## config.mk

```make
export PLATFORM = sky130hd
export DESIGN_NAME = booth_mult_arb
export DESIGN_NICKNAME = d
export VERILOG_FILES = /design/src/rtl/booth_mult_arb.sv
export SDC_FILE = /design/constraint.sdc
export NUM_CORES = 1
export LEC_CHECK = 0
export ABC_CLOCK_PERIOD_IN_PS = 4500
export CAP_MARGIN = 20
export CELL_PAD_IN_SITES_DETAIL_PLACEMENT = 0
export CELL_PAD_IN_SITES_GLOBAL_PLACEMENT = 2
export CORE_ASPECT_RATIO = 0.7
export CORE_MARGIN = 5
export CORE_UTILIZATION = 27
export CTS_BUF_LIST = sky130_fd_sc_hd__clkbuf_8
export DETAILED_ROUTE_END_ITERATION = 10
export PLACE_DENSITY_LB_ADDON = 0.1
export SETUP_SLACK_MARGIN = 0.15
export SKIP_CTS_REPAIR_TIMING = 1
export SLEW_MARGIN = 10
export SYNTH_ARGS = -nofsm -noshare
export SYNTH_HDL_FRONTEND = slang
export SYNTH_SLANG_ARGS = --single-unit
export TNS_END_PERCENT = 100
```

## constraint.sdc

```tcl
create_clock -name clk -period 4.5 [get_ports clk]
set_clock_uncertainty 0.05 [all_clocks]
set_input_delay 0.9 -clock clk [delete_from_list [all_inputs] [get_ports clk]]
set_output_delay 0.9 -clock clk [all_outputs]
set_load 0.01 [all_outputs]
```

## src/rtl/booth_mult_arb.sv

```systemverilog
// Round-robin front end sharing one pipelined 15x5 Booth multiplier between NUM_REQ clients.
// Tags ride alongside the multiplier pipeline and steer each product to its requester's response slot.

module booth_mult_arb_lane (
   input  logic        clk,
   input  logic        rst,
   input  logic        issue,
   input  logic        cap,
   input  logic [19:0] res,
   input  logic        resp_ready,
   output logic        pending,
   output logic        resp_valid,
   output logic [19:0] resp_data
);
   logic consume;
   assign consume = resp_valid & resp_ready;

   // issue needs ~pending and capture needs an in-flight tag, so neither can coincide with consume
   always_ff @(posedge clk or posedge rst) begin
      if (rst) begin
         pending    <= 1'b0;
         resp_valid <= 1'b0;
         resp_data  <= '0;
      end else begin
         if (issue)        pending <= 1'b1;
         else if (consume) pending <= 1'b0;
         if (cap) begin
            resp_valid <= 1'b1;
            resp_data  <= res;
         end else if (consume) begin
            resp_valid <= 1'b0;
         end
      end
   end
endmodule

module booth_mult_arb #(
   parameter int NUM_REQ  = 4,
   parameter int IDW      = 2,
   parameter int MULT_LAT = 2
) (
   input  logic                    clk,
   input  logic                    rst,
   input  logic [NUM_REQ-1:0]      req_valid,
   output logic [NUM_REQ-1:0]      req_ready,
   input  logic [15*NUM_REQ-1:0]   req_mcand,
   input  logic [5*NUM_REQ-1:0]    req_mplier,
   output logic [NUM_REQ-1:0]      resp_valid,
   input  logic [NUM_REQ-1:0]      resp_ready,
   output logic [20*NUM_REQ-1:0]   resp_data,
   output logic                    mult_en,
   output logic [14:0]             mult_mcand,
   output logic [4:0]              mult_mplier,
   input  logic                    mult_out_valid,
   input  logic [19:0]             mult_out,
   output logic                    busy,
   output logic [15:0]             issue_cnt,
   output logic                    proto_err
);
   logic [NUM_REQ-1:0]           pending, elig, gnt, cap;
   logic [NUM_REQ-1:0][14:0]     mcand_a;
   logic [NUM_REQ-1:0][4:0]      mplier_a;
   logic [IDW-1:0]               rr_ptr, gid, ix;
   logic                         gany;
   int                           idx;
   logic [MULT_LAT-1:0]          tv;
   logic [MULT_LAT-1:0][IDW-1:0] tid;
   logic                         last_tv;
   logic [IDW-1:0]               last_tid;

   assign elig     = req_valid & ~pending;
   assign busy     = |pending;
   assign last_tv  = tv[MULT_LAT-1];
   assign last_tid = tid[MULT_LAT-1];

   // first eligible index at or after rr_ptr, wrapping
   always_comb begin
      gnt  = '0;
      gany = 1'b0;
      gid  = '0;
      idx  = 0;
      ix   = '0;
      for (int k = 0; k < NUM_REQ; k++) begin
         idx = int'(rr_ptr) + k;
         if (idx >= NUM_REQ) idx = idx - NUM_REQ;
         ix = idx[IDW-1:0];
         if (!gany && elig[ix]) begin
            gany = 1'b1;
            gid  = ix;
         end
      end
      if (gany) gnt[gid] = 1'b1;
   end

   assign req_ready = gnt;

   always_comb begin
      mult_en     = gany;
      mult_mcand  = '0;
      mult_mplier = '0;
      if (gany) begin
         mult_mcand  = mcand_a[gid];
         mult_mplier = mplier_a[gid];
      end
   end

   always_comb begin
      cap = '0;
      if (mult_out_valid && last_tv) cap[last_tid] = 1'b1;
   end

   always_ff @(posedge clk or posedge rst) begin
      if (rst) begin
         rr_ptr    <= '0;
         tv        <= '0;
         tid       <= '0;
         issue_cnt <= '0;
         proto_err <= 1'b0;
      end else begin
         tv[0]  <= gany;
         tid[0] <= gid;
         for (int s = 1; s < MULT_LAT; s++) begin
            tv[s]  <= tv[s-1];
            tid[s] <= tid[s-1];
         end
         if (gany) begin
            rr_ptr    <= (gid == IDW'(NUM_REQ - 1)) ? '0 : gid + 1'b1;
            issue_cnt <= issue_cnt + 16'd1;
         end
         // result without a tag, or a tag whose result never showed up
         if (mult_out_valid != last_tv) proto_err <= 1'b1;
      end
   end

   for (genvar i = 0; i < NUM_REQ; i++) begin : g_lane
      logic [19:0] data;
      assign mcand_a[i]  = req_mcand[15*i +: 15];
      assign mplier_a[i] = req_mplier[5*i +: 5];
      assign resp_data[20*i +: 20] = data;
      booth_mult_arb_lane u_lane (
         .clk        (clk),
         .rst        (rst),
         .issue      (gnt[i]),
         .cap        (cap[i]),
         .res        (mult_out),
         .resp_ready (resp_ready[i]),
         .pending    (pending[i]),
         .resp_valid (resp_valid[i]),
         .resp_data  (data)
      );
   end
endmodule
```

== Word-level counts from Yosys, hierarchy flattened ==
Cells that the tools add are included.
Widths: inputs -> output; s select.

* Register bits: 113
* Input port bits: 111
* Output and inout bits: 127
* Logic and storage cells: 110

* Add/sub/neg operators: 9
* Order comparisons: 12
* Eq/ne operators: 2
* Multiplexer cells: 45
* Bitwise gates (word level): 6
* Reductions and logical operators: 18

{| class="wikitable"
|+ Operators with widths
! cell !! number
|-
| $bmux 15 s2 || 1
|-
| $mux 15 || 2
|-
| $mux 1 || 22
|-
| $lt 2x3->1 const B || 6
|-
| $mux 2 || 9
|-
| $add 16x1->16 const B || 1
|-
| $reduce_bool 2->1 || 8
|-
| $bmux 5 s2 || 1
|-
| $mux 5 || 2
|-
| $ge 3x3->1 const B || 3
|-
| $bmux 1 s2 || 4
|-
| $mux 4 || 2
|-
| $sub 2x1->2 const B || 4
|-
| $add 2x2->3 const B || 2
|-
| $logic_and 1x1->1 || 6
|-
| $and 1x1->1 || 4
|-
| $and 4x4->4 || 1
|-
| $demux 1 s2 || 2
|-
| $ge 2x1->1 const B || 2
|-
| $not 4->4 || 1
|-
| $reduce_or 4->1 || 1
|-
| $add 2x1->3 const B || 1
|-
| $ge 2x3->1 const B || 1
|-
| $logic_not 1->1 || 3
|-
| other kinds (3) || 3
|}

== Longest topological paths before layout ==
* Depth in word-level cells: 20
* Gate-level depth with buffers: 7
* Mapped depth without buffers: 7

== Hierarchy ==
A second synthesis with hierarchy kept.

* Cell total of the unflattened synthesis: 370
* Area total of the unflattened synthesis: 5427.7 um^2

{| class="wikitable"
|+ Modules (own cells, without submodules)
! module !! instances !! cells an instance !! area each (um^2) !! sequential area each (um^2)
|-
| booth_mult_arb_lane || 4 || 49 || 895.9 || 550.5
|-
| booth_mult_arb || 1 || 174 || 1844.3 || 625.6
|}

== Worst setup path after synthesis ==
No wires, ideal clock.

* Path kind: input to output
* Start point: input req_valid[2]
* End point: output mult_mcand[10]
* Arrival: 2.027 ns
* Required time: 3.550 ns
* Setup slack: 1.523 ns
* Stages: 5
* Buffers on the path: 1
* Cell sequence: nor2b_1 > a211oi_2 > clkbuf_1 > o211ai_1 > a32oi_1

* Longest elaborated chain between the ends: 16
* Elaborated cells between the ends (all ways): 26
* Those cells by class: mux: 19; bitwise: 1; reduce/logical: 6

{| class="wikitable"
|+ RTL lines
! element !! line !! source
|-
| start: declaration || 44 || <nowiki>input logic [NUM_REQ-1:0] req_valid,</nowiki>
|-
| $and 4x4->4 (*) || 71 || <nowiki>assign elig = req_valid & ~pending;</nowiki>
|-
| $bmux 1 s2 || 87 || <nowiki>if (!gany && elig[ix]) begin</nowiki>
|-
| $mux 1 (implied by the code) || 87 ||
|-
| $mux 1 || 87 ||
|-
| $logic_not 1->1 || 87 ||
|-
| $logic_and 1x1->1 || 87 ||
|-
| $mux 1 || 87 ||
|-
| $logic_not 1->1 || 87 ||
|-
| $logic_and 1x1->1 || 87 ||
|-
| $mux 1 || 87 ||
|-
| $logic_not 1->1 || 87 ||
|-
| $logic_and 1x1->1 || 87 ||
|-
| $mux 2 || 87 ||
|-
| $bmux 15 s2 || 102 || <nowiki>mult_mcand = mcand_a[gid];</nowiki>
|-
| $mux 15 (implied by the code) || 102 ||
|-
| $mux 15 (*) || 101 || <nowiki>if (gany) begin</nowiki>
|-
| end: declaration || 52 || <nowiki>output logic [14:0] mult_mcand,</nowiki>
|}

Every way passes the cells marked *; elsewhere a longest branch is shown, timed or not. The select of a mux whose other input is x is not followed.

== Final worst setup path ==
* Start point: input req_valid[2]
* End point: output mult_mcand[1]

The elaborated chain is that of the path after synthesis.

==> impl_metrics.py <==
metrics = {
    "status": {
        "run_status": "finished, final reports clean",
    },
    "drt": {
        "routed_wirelength_um": 18100,
        "drtPass1Iterations": 4,
        "via_per_inst": 4.89,
        "num_vias": 4648,
        "wl_per_cell_um": 19.0,
        "first_iter_violations": 248,
        "drcViolationCount": 0,
        "ant_nets": 0,
    },
    "synthesis": {
        "yosysUniqueCellTypes": 43,
        "synthXorXnorAreaFrac_pct": 2.43,
        "synth-edff-count": 0,
        "syn_avg_cell_area_um2": 12.2,
        "synth.area.mux_share_pct": 16.9,
        "synth.most_common_cell": "dfrtp_1",
        "yosysWarningCount": 0,
        "yosys.area.top_type_share_pct": 52.4,
        "synth_top_family_by_area": "multiplexers",
        "netlist_area_um2": 5400,
        "synth-seq-cells": 113,
        "synth-main-ff-cell": "dfrtp_1",
        "syn-num-nets": 557,
        "synth_cells": 443,
        "synth_top_area_cell": "dfrtp_1",
        "async_flop_share_pct": 100,
        "synth_compound_area_share_pct": 15.0,
        "synth_simple_gate_area_share_pct": 8.05,
        "yosys-top-cells-area": "dfrtp_1, mux2_2, a32oi_1",
        "ys_seq_area_share_pct": 52.4,
        "yosys.area_share.adder_pct": 0.696,
        "synth.cells.most_frequent": "dfrtp_1, mux2_2, a32oi_1, o211ai_1, nand3_1",
    },
    "global_route": {
        "antenna_found_initial": 0,
        "track_usage_pct": 15.5,
        "grt_pass1_wl_um": 27800,
        "globalRouteOverflowTotal": 0,
        "grt_max_degree": 70,
        "grt_pass1_vias": 4818,
    },
    "sta": {
        "relSlewSlack_pct": 60.4,
        "hold_slack_ns": 0.299,
        "max_clock_freq_mhz": 244,
        "setup-tns-final_ns": 0,
        "drv_slew": 0,
        "period_needed_ns": 4.10,
        "worstMarginPinSlew_ns": 0.594,
        "setup_violations": 0,
        "rsz0062_at_grt": "false",
        "hold_viol_final": 0,
        "period_share_pct": 91.0,
    },
    "clock_network": {
        "clock_sinks": 113,
        "cts_made_buffers": 17,
        "cts_htree_levels": 4,
        "clkTransAtPathRegs_ns": 0.07,
        "clk_latency_ns": 0.42,
        "clockRootBuffer": "clkbuf_8",
        "clock_path_buffers": 2,
        "tritoncts": "yes",
    },
    "worst_setup_path": {
        "r2r_end": "g_lane[3].u_lane.pending",
        "critPathMaxFanout": 21,
        "endpoint_kind": "output port",
        "critical_path.top_delay_family": "buffers and inverters",
        "start_kind": "primary input",
        "crit_arrival_ns": 3.15,
        "endpoint": "mult_mcand[1]",
        "cp.required_ns": 3.55,
        "cpPeakStageDelay_ns": 0.53,
        "critPathSlowestCell": "clkdlybuf4s50_1",
        "critPathKind": "primary input to output port",
        "cpMostUsedCell": "clkdlybuf4s50_1",
        "reg2regPathDepth": 7,
        "r2r_slack_ns": 2.59,
        "crit_chain": "clkdlybuf4s50_1 -> nor2b_1 -> a311oi_2 -> nand2_2 -> inv_2 -> a32oi_1 -> clkdlybuf4s50_1",
        "startpoint": "req_valid[2]",
        "worstReg2RegStart": "rr_ptr[0]",
        "path_buf_inv": 3,
        "worst-path-stages": 7,
    },
    "floorplan": {
        "rows": 43,
        "die_h_um": 128,
        "fp.dieW_um": 179,
        "design.core.area_um2": 19700,
        "die_area_um2": 23000,
        "start_util_pct": 27.3,
        "ios": 238,
    },
    "place": {
        "dp.cells": 920,
        "portBuffers": 237,
        "dp_hpwl_um": 13200,
        "gp_congestion": 0.786,
    },
    "power_and_ir_drop": {
        "power_switching_share_pct": 36.3,
        "clkPwrFrac_pct": 14.8,
        "pwr-share-seq_pct": 31.6,
        "peakVddDrop_v": 0.000273,
        "internal-power_mw": 3.65,
        "power_density_nw_per_um2": 681,
        "power_switching_mw": 2.08,
        "p_leak_nw": 3.28,
        "p_comb_share_pct": 53.6,
    },
    "final_layout": {
        "layout.nets": 783,
        "instances_no_fill": 950,
        "n_antenna_cell": 0,
        "area_growth_syn_to_layout_pct": 56.1,
        "layout-drive-gt1-share_pct": 20.1,
    },
    "job": {
        "max_cap_viol_count": 0,
    },
    "min_path": {
        "hp-class": "flop to flop",
    },
}
worst register-to-register path, delay by kind of cell (launching register included):
kind	cells	cell delay [ns]
buffers and inverters	1	0.06
AO/OA/AOI/OAI	2	0.27
adder cells (fa/ha/maj)	1	0.18
flip-flops	1	0.45
AND/OR/NAND/NOR	3	0.80
metrics by stage:
stage | worst slack [ns] | total power, mW | instance area [um2] | utilization [%]
2_1_floorplan | 0.563 | 3.26 | 5400 | -
3_3_place_gp | 0.420 | 4.89 | 8080 | 40.9
3_5_place_dp | 0.396 | 4.93 | 8080 | 40.9
4_1_cts | 0.388 | 5.82 | 8420 | 42.7
5_1_grt | 0.258 | 6.11 | 8420 | 42.7
6_report | 0.405 | 5.73 | 8420 | 42.7
worst min path at each step:
stage / from / end / slack [ns] / cells after the start
2_1_floorplan: tid[0] / last_tid[0] / 0.28 / 0
3_3_place_gp: tv[0] / tv[1] / 0.29 / 0
6_report: tid[0] / last_tid[0] / 0.30 / 0
4_1_cts: tid[0] / last_tid[0] / 0.30 / 0
3_5_place_dp: tid[0] / last_tid[0] / 0.28 / 0
5_1_grt: tid[0] / last_tid[0] / 0.31 / 0
placed cells by master, fill, tap and decap left out, drive strengths merged, types with 8 or more instances in the layout:
| cell type | n |
|---|---|
| clkdlybuf4s50 | 237 |
| dfrtp | 113 |
| mux2 | 81 |
| o211ai | 40 |
| a32oi | 40 |
| nand3 | 25 |
| clkbuf | 18 |
| nand2 | 15 |
| buf | 13 |
| inv | 12 |
| xor2 | 10 |
| o21ai | 8 |
| clkinv | 8 |
power groups by stage:
stage	clock network [mW]	registers (mW)	logic, mW
6_report	0.851	1.81	3.07
5_1_grt	0.933	1.88	3.30
4_1_cts	0.887	1.82	3.11
3_5_place_dp	0	1.83	3.10
3_3_place_gp	0	1.82	3.08
2_1_floorplan	0	1.96	1.30
state kept, by name, summed over array words and instances, names as in the netlist:
| name | flops |
|---|---|
| g_lane.u_lane.resp_data | 80 |
| issue_cnt | 16 |
| g_lane.u_lane.pending | 4 |
| g_lane.u_lane.resp_valid | 4 |
| last_tid | 2 |
| rr_ptr | 2 |
| tid | 2 |
| tv | 2 |
| proto_err | 1 |
cell type report:
type | count | area [um2]
clock inverters | 12 | 96.3
repair buffers | 250 | 2520
inverters | 11 | 43.8
multi-input cells | 276 | 2350
clock buffers | 18 | 248
well taps | 270 | 338
flip-flops and latches | 113 | 2830
fillers | 1920 | 11300
metal layers:
metal	up-vias	part of all wire [%]	global-route usage (%)
met1	2360	47	22.7
met3	12	6.7	4.36
met5	-	0	0
met2	138	45	22.9
li1	2138	-	-
met4	0	0.70	2.98
cells by family after synthesis:
kind of cell | after synthesis
buf+inv | 54
flops | 113
fa+ha+maj | 3
mux | 81
xor+xnor | 15
compound gates | 99
simple gates | 78
Note: power is estimated with default switching activity, not from simulation.
